## src/rtl/apb_master_bridge_if.sv

```systemverilog
// Bundle of the command stream, response stream and APB requester signals.
// The bridge uses the master modport; the environment drives the slave modport.
interface apb_master_bridge_if;
  logic        req_valid;
  logic        req_ready;
  logic        req_write;
  logic [31:0] req_addr;
  logic [31:0] req_wdata;

  logic        rsp_valid;
  logic        rsp_ready;
  logic [31:0] rsp_rdata;
  logic        rsp_err;

  logic        psel;
  logic        penable;
  logic        pwrite;
  logic [31:0] paddr;
  logic [31:0] pdata;
  logic [31:0] prdata;
  logic        pready;
  logic        pslverr;

  logic        busy;

  modport master (
    input  req_valid, req_write, req_addr, req_wdata,
    input  rsp_ready,
    input  prdata, pready, pslverr,
    output req_ready,
    output rsp_valid, rsp_rdata, rsp_err,
    output psel, penable, pwrite, paddr, pdata,
    output busy
  );

  modport slave (
    output req_valid, req_write, req_addr, req_wdata,
    output rsp_ready,
    output prdata, pready, pslverr,
    input  req_ready,
    input  rsp_valid, rsp_rdata, rsp_err,
    input  psel, penable, pwrite, paddr, pdata,
    input  busy
  );
endinterface

```

## src/rtl/apb_master_bridge.sv

```systemverilog
// Single-outstanding APB requester: one valid/ready command becomes one APB
// setup/access transfer, answered on a valid/ready response with optional timeout.
module apb_master_bridge #(
  parameter int TIMEOUT = 256,
  parameter int CNT_W   = 9
) (
  input  logic                pclk,
  input  logic                rst,
  apb_master_bridge_if.master bus
);

  localparam logic [1:0] ST_IDLE   = 2'd0;
  localparam logic [1:0] ST_SETUP  = 2'd1;
  localparam logic [1:0] ST_ACCESS = 2'd2;
  localparam logic [1:0] ST_RESP   = 2'd3;

  // Counter value seen on the last permitted wait cycle before abort.
  localparam logic [CNT_W-1:0] WAIT_LAST  = CNT_W'(TIMEOUT - 1);
  localparam bit               TIMEOUT_EN = (TIMEOUT != 0);

  logic [1:0]       state_q,     state_d;
  logic [CNT_W-1:0] wait_cnt_q,  wait_cnt_d;
  logic             psel_q,      psel_d;
  logic             penable_q,   penable_d;
  logic             pwrite_q,    pwrite_d;
  logic [31:0]      paddr_q,     paddr_d;
  logic [31:0]      pdata_q,     pdata_d;
  logic             rsp_valid_q, rsp_valid_d;
  logic [31:0]      rsp_rdata_q, rsp_rdata_d;
  logic             rsp_err_q,   rsp_err_d;

  always_comb begin
    state_d     = state_q;
    wait_cnt_d  = wait_cnt_q;
    pwrite_d    = pwrite_q;
    paddr_d     = paddr_q;
    pdata_d     = pdata_q;
    rsp_rdata_d = rsp_rdata_q;
    rsp_err_d   = rsp_err_q;

    case (state_q)
      ST_IDLE: begin
        if (bus.req_valid) begin
          pwrite_d = bus.req_write;
          paddr_d  = bus.req_addr;
          pdata_d  = bus.req_wdata;
          state_d  = ST_SETUP;
        end
      end
      ST_SETUP: begin
        state_d = ST_ACCESS;
      end
      ST_ACCESS: begin
        if (bus.pready) begin
          rsp_rdata_d = pwrite_q ? 32'd0 : bus.prdata;
          rsp_err_d   = bus.pslverr;
          wait_cnt_d  = '0;
          state_d     = ST_RESP;
        end else if (TIMEOUT_EN && (wait_cnt_q == WAIT_LAST)) begin
          rsp_rdata_d = 32'd0;
          rsp_err_d   = 1'b1;
          wait_cnt_d  = '0;
          state_d     = ST_RESP;
        end else begin
          wait_cnt_d = wait_cnt_q + CNT_W'(1);
        end
      end
      ST_RESP: begin
        if (bus.rsp_ready) begin
          state_d = ST_IDLE;
        end
      end
      default: begin
        state_d = ST_IDLE;
      end
    endcase

    // Bus strobes are registered images of the next state.
    psel_d      = (state_d == ST_SETUP) || (state_d == ST_ACCESS);
    penable_d   = (state_d == ST_ACCESS);
    rsp_valid_d = (state_d == ST_RESP);
  end

  always_ff @(posedge pclk) begin
    if (rst) begin
      state_q     <= ST_IDLE;
      wait_cnt_q  <= '0;
      psel_q      <= 1'b0;
      penable_q   <= 1'b0;
      pwrite_q    <= 1'b0;
      paddr_q     <= 32'd0;
      pdata_q     <= 32'd0;
      rsp_valid_q <= 1'b0;
      rsp_rdata_q <= 32'd0;
      rsp_err_q   <= 1'b0;
    end else begin
      state_q     <= state_d;
      wait_cnt_q  <= wait_cnt_d;
      psel_q      <= psel_d;
      penable_q   <= penable_d;
      pwrite_q    <= pwrite_d;
      paddr_q     <= paddr_d;
      pdata_q     <= pdata_d;
      rsp_valid_q <= rsp_valid_d;
      rsp_rdata_q <= rsp_rdata_d;
      rsp_err_q   <= rsp_err_d;
    end
  end

  assign bus.req_ready = (state_q == ST_IDLE);
  assign bus.busy      = (state_q != ST_IDLE);
  assign bus.psel      = psel_q;
  assign bus.penable   = penable_q;
  assign bus.pwrite    = pwrite_q;
  assign bus.paddr     = paddr_q;
  assign bus.pdata     = pdata_q;
  assign bus.rsp_valid = rsp_valid_q;
  assign bus.rsp_rdata = rsp_rdata_q;
  assign bus.rsp_err   = rsp_err_q;

endmodule

```

## src/flat_wrapper.sv

```systemverilog
// flat-port wrapper written by rule: the top's interface ports become plain ports
module apb_master_bridge_flat 
#(
  parameter int TIMEOUT = 256,
  parameter int CNT_W   = 9
)
  (pclk, rst, bus_req_valid, bus_req_write, bus_req_addr, bus_req_wdata, bus_rsp_ready, bus_prdata, bus_pready, bus_pslverr, bus_req_ready, bus_rsp_valid, bus_rsp_rdata, bus_rsp_err, bus_psel, bus_penable, bus_pwrite, bus_paddr, bus_pdata, bus_busy);
  apb_master_bridge_if bus_i ();
  input  logic pclk;
  input  logic rst;
  input wire logic [$bits(bus_i.req_valid)-1:0] bus_req_valid;
  input wire logic [$bits(bus_i.req_write)-1:0] bus_req_write;
  input wire logic [$bits(bus_i.req_addr)-1:0] bus_req_addr;
  input wire logic [$bits(bus_i.req_wdata)-1:0] bus_req_wdata;
  input wire logic [$bits(bus_i.rsp_ready)-1:0] bus_rsp_ready;
  input wire logic [$bits(bus_i.prdata)-1:0] bus_prdata;
  input wire logic [$bits(bus_i.pready)-1:0] bus_pready;
  input wire logic [$bits(bus_i.pslverr)-1:0] bus_pslverr;
  output wire logic [$bits(bus_i.req_ready)-1:0] bus_req_ready;
  output wire logic [$bits(bus_i.rsp_valid)-1:0] bus_rsp_valid;
  output wire logic [$bits(bus_i.rsp_rdata)-1:0] bus_rsp_rdata;
  output wire logic [$bits(bus_i.rsp_err)-1:0] bus_rsp_err;
  output wire logic [$bits(bus_i.psel)-1:0] bus_psel;
  output wire logic [$bits(bus_i.penable)-1:0] bus_penable;
  output wire logic [$bits(bus_i.pwrite)-1:0] bus_pwrite;
  output wire logic [$bits(bus_i.paddr)-1:0] bus_paddr;
  output wire logic [$bits(bus_i.pdata)-1:0] bus_pdata;
  output wire logic [$bits(bus_i.busy)-1:0] bus_busy;
  assign bus_i.req_valid = bus_req_valid;
  assign bus_i.req_write = bus_req_write;
  assign bus_i.req_addr = bus_req_addr;
  assign bus_i.req_wdata = bus_req_wdata;
  assign bus_i.rsp_ready = bus_rsp_ready;
  assign bus_i.prdata = bus_prdata;
  assign bus_i.pready = bus_pready;
  assign bus_i.pslverr = bus_pslverr;
  assign bus_req_ready = bus_i.req_ready;
  assign bus_rsp_valid = bus_i.rsp_valid;
  assign bus_rsp_rdata = bus_i.rsp_rdata;
  assign bus_rsp_err = bus_i.rsp_err;
  assign bus_psel = bus_i.psel;
  assign bus_penable = bus_i.penable;
  assign bus_pwrite = bus_i.pwrite;
  assign bus_paddr = bus_i.paddr;
  assign bus_pdata = bus_i.pdata;
  assign bus_busy = bus_i.busy;
  apb_master_bridge #(.TIMEOUT(TIMEOUT), .CNT_W(CNT_W)) u_core (.pclk(pclk), .rst(rst), .bus(bus_i));
endmodule
```

## config.mk

```make
export PLATFORM = sky130hd
export DESIGN_NAME = apb_master_bridge_flat
export DESIGN_NICKNAME = d
export VERILOG_FILES = /design/src/rtl/apb_master_bridge_if.sv /design/src/rtl/apb_master_bridge.sv /design/src/flat_wrapper.sv
export SDC_FILE = /design/constraint.sdc
export NUM_CORES = 1
export LEC_CHECK = 0
export CAP_MARGIN = 20
export CORE_ASPECT_RATIO = 1.2
export CORE_UTILIZATION = 42
export DETAILED_ROUTE_END_ITERATION = 7
export PLACE_DENSITY = 0.84
export SYNTH_ARGS = -nofsm -noshare
export SYNTH_HDL_FRONTEND = slang
export SYNTH_SLANG_ARGS = --single-unit
```

## constraint.sdc

```tcl
create_clock -name pclk -period 4.4 [get_ports pclk]
set_clock_uncertainty 0.05 [all_clocks]
set_input_delay 0.66 -clock pclk [delete_from_list [all_inputs] [get_ports pclk]]
set_output_delay 0.66 -clock pclk [all_outputs]
set_load 0.03 [all_outputs]
```

==> out/qor.yml <==
status:
  outcome: "complete, no violations"
cells_and_area:
  design_area_um2: 6284
  nets: 725
  syn_to_final_growth_pct: 57.97
  multiInputGateArea_um2: 1559
  layout.cells.most_common: "clkdlybuf4s50_1"
  drive_gt1_share_pct: 5.120
  final_cell_mix: "clkdlybuf4s50_1, nand2_1, dfxtp_1"
  antenna_cells: 0
  filler_cell_count: 727
  seqCellArea_um2: 2242
placement:
  dp_hpwl_mm: 8.112
  dpl_cell_area_um2: 6060
  portBuffers: 205
  routabilityCongestion: 0.7468
die:
  start_util_pct: 43.57
  die_h_um: 108.6
  dieArea_um2: 9865
  rows: 38
  coreArea_um2: 9129
  io_pins: 206
  fp.dieW_um: 90.84
timing:
  hold_viol: 0
  drv_slew: 0
  fin_hold_ws_ns: 0.4083
  fin_crit_sh_pct: 60.59
  rsz0062_at_grt: "no"
  max_slew_margin_pct: 40.03
  timing.fmax_mhz: 375.1
  setup_violations: 0
  tightest_slew_ns: 0.8974
  period_needed_ns: 2.666
  finalSetupTns_ns: 0
critical_path:
  crit_type: "flop to flop"
  crit_path_end_kind: "flop"
  r2r_slack_ns: 1.73
  reg2reg_to: "u_core.bus.penable"
  required_ns: 4.57
  startpoint: "u_core.state_q[1]"
  crit_fanout: 36
  cp_data_arrival_time_ns: 2.84
  ff2ff_path_depth: 5
  endpoint: "u_core.bus.penable"
  r2r_start: "u_core.state_q[1]"
  cp-start-kind: "flop"
drt:
  wl_per_cell_um: 15.32
  first_pass_iters: 4
  avgViaCountPerCell: 5.130
  post-route-drc-count: 0
  drtIter0Drc: 103
  postRouteAntennaNets: 0
  vias: 3822
  wl_mm: 11.42
synthesis:
  ys_ff_latch: 112
  syn_area_um2: 3978
  yosysWarnings: 0
  synth_cell_types: 39
  syn_nets: 541
  syn_avg_cell_area_um2: 9.123
  synth_seq_area_share_pct: 56.37
  synth_cells: 436
global_routing:
  grt_util_met3_pct: 6.399
  grtUsageTotal_pct: 22.86
  grtUsageMet1_pct: 25.92
  top_usage_layer: "met2"
  grt.met2_usage_pct: 40.53
  grt_start_max_net_pins: 67
  grt_pass1_wl_mm: 17.99
  antenna_found_initial: 0
  grt-ovfl-total: 0
  grt_pass1_vias: 3833
power:
  power.density_nw_per_um2: 352.6
  peakVddDrop_mv: 0.2584
  leakage_nw: 2.267
clock_network:
  root_buffer: "clkbuf_8"
  hold_buffers: 0
  cts_tree: "built"
  cts-htree-levels: 3
  cts_max_path_buffers: 2
  clk_latency_ns: 0.36
  post_cts_buffers: 0
  clk_pin_slew_worst_paths_ns: 0.09
  numCtsBuffers: 9
  clock_sinks: 112
  cts_resized: 0
flow_run:
  cap_violations: 0
worst_hold_path:
  hp-class: "flop to flop"
-- through the flow --
stage	setup WS (ns)	total power [mW]	util, %	instances
finish	1.734	2.215	68.83	745
global route	1.563	2.313	68.83	745
CTS	1.715	2.236	68.56	744
detailed placement	1.356	1.622	66.38	728
global placement	1.406	1.606	66.21	727
floorplan	2.267	1.379	-	436
-- where the power goes --
part           internal, mW  total (mW)  switching, mW
Combinational         0.227       0.490          0.262
Sequential             1.07        1.11         0.0364
Clock                 0.294       0.616          0.323
-- cells by family after synthesis --
logic type	count (synthesis)	synth area share, %
buffers and inverters	40	4.781
and+or+nand+nor	168	18.72
muxes	1	0.2517
adders and majority gates	2	0.6290
AOI/OAI and AO/OA	111	18.81
xor gates and xnor gates	2	0.4405
DFF	112	56.37
-- layout make-up --
class | instances | share of cell area (%)
sequential | 112 | 35.68
inverter | 3 | 0.1792
tap | 120 | 2.389
multi-input combinational | 284 | 24.81
clock buffer | 13 | 2.529
timing repair buffer | 210 | 33.77
clock inverter | 3 | 0.6372
-- worst max-delay path, cell delays in order, from the launching register on --
cell and delay [ns]:
dfxtp_1 0.62, and4b_2 0.33, nand4_2 0.70, and3_1 0.52, ha_1 0.18, nor2b_1 0.13
-- synth_stat cells (all sizes together) --
| cell | number | area share, % |
|---|---|---|
| ha | 2 | 0.63 |
| a31oi | 2 | 0.31 |
| nor3b | 1 | 0.19 |
| o31ai | 2 | 0.38 |
| nand4b | 1 | 0.22 |
| nand3b | 2 | 0.38 |
| clkbuf | 15 | 1.4 |
| o21ai | 3 | 0.38 |
| nand3 | 3 | 0.38 |
| a32o | 32 | 8.1 |
| a211oi | 6 | 1.4 |
| nand2 | 131 | 12 |
| inv | 3 | 0.28 |
| mux2i | 1 | 0.25 |
| a21oi | 66 | 8.3 |
| and3 | 3 | 0.50 |
| or4 | 2 | 0.38 |
| or3b | 1 | 0.22 |
| nand2b | 3 | 0.66 |
| nor2b | 1 | 0.16 |
| nor3 | 5 | 0.75 |
| and4b | 1 | 0.28 |
| nand4 | 2 | 0.47 |
| buf | 22 | 3.1 |
| dfxtp | 112 | 56 |
| and3b | 1 | 0.25 |
| and4 | 2 | 0.44 |
| or3 | 3 | 0.50 |
| xor2 | 2 | 0.44 |
| nor2 | 6 | 0.57 |
-- worst min path at each step --
stage                         startpoint              endpoint  slack [ns]  depth (start not counted)
floorplan           u_core.wait_cnt_q[8]  u_core.wait_cnt_q[8]        0.40                          1
global placement    u_core.bus.pdata[17]  u_core.bus.pdata[17]        0.39                          2
detailed placement  u_core.bus.pdata[26]  u_core.bus.pdata[26]        0.40                          2
CTS                 u_core.bus.pdata[26]  u_core.bus.pdata[26]        0.41                          2
global route        u_core.bus.pdata[30]  u_core.bus.pdata[30]        0.43                          2
finish               u_core.bus.paddr[1]   u_core.bus.paddr[1]        0.41                          2
-- state kept, by name, summed over array words and instances (netlist names) --
name,cells
u_core.bus.psel,1
u_core.state_q,2
u_core.bus.pwrite,1
u_core.bus.rsp_rdata,32
u_core.bus.pdata,32
u_core.bus.rsp_valid,1
u_core.bus.paddr,32
u_core.wait_cnt_q,9
u_core.bus.rsp_err,1
u_core.bus.penable,1
-- layer usage --
layer  routed length [um]  vias up
li1                     -     1874
met1                 4587     1770
met2                 5678      163
met3                  943       15
met4                  207        0
met5                    0        -
(Power assumes the default switching activity.)
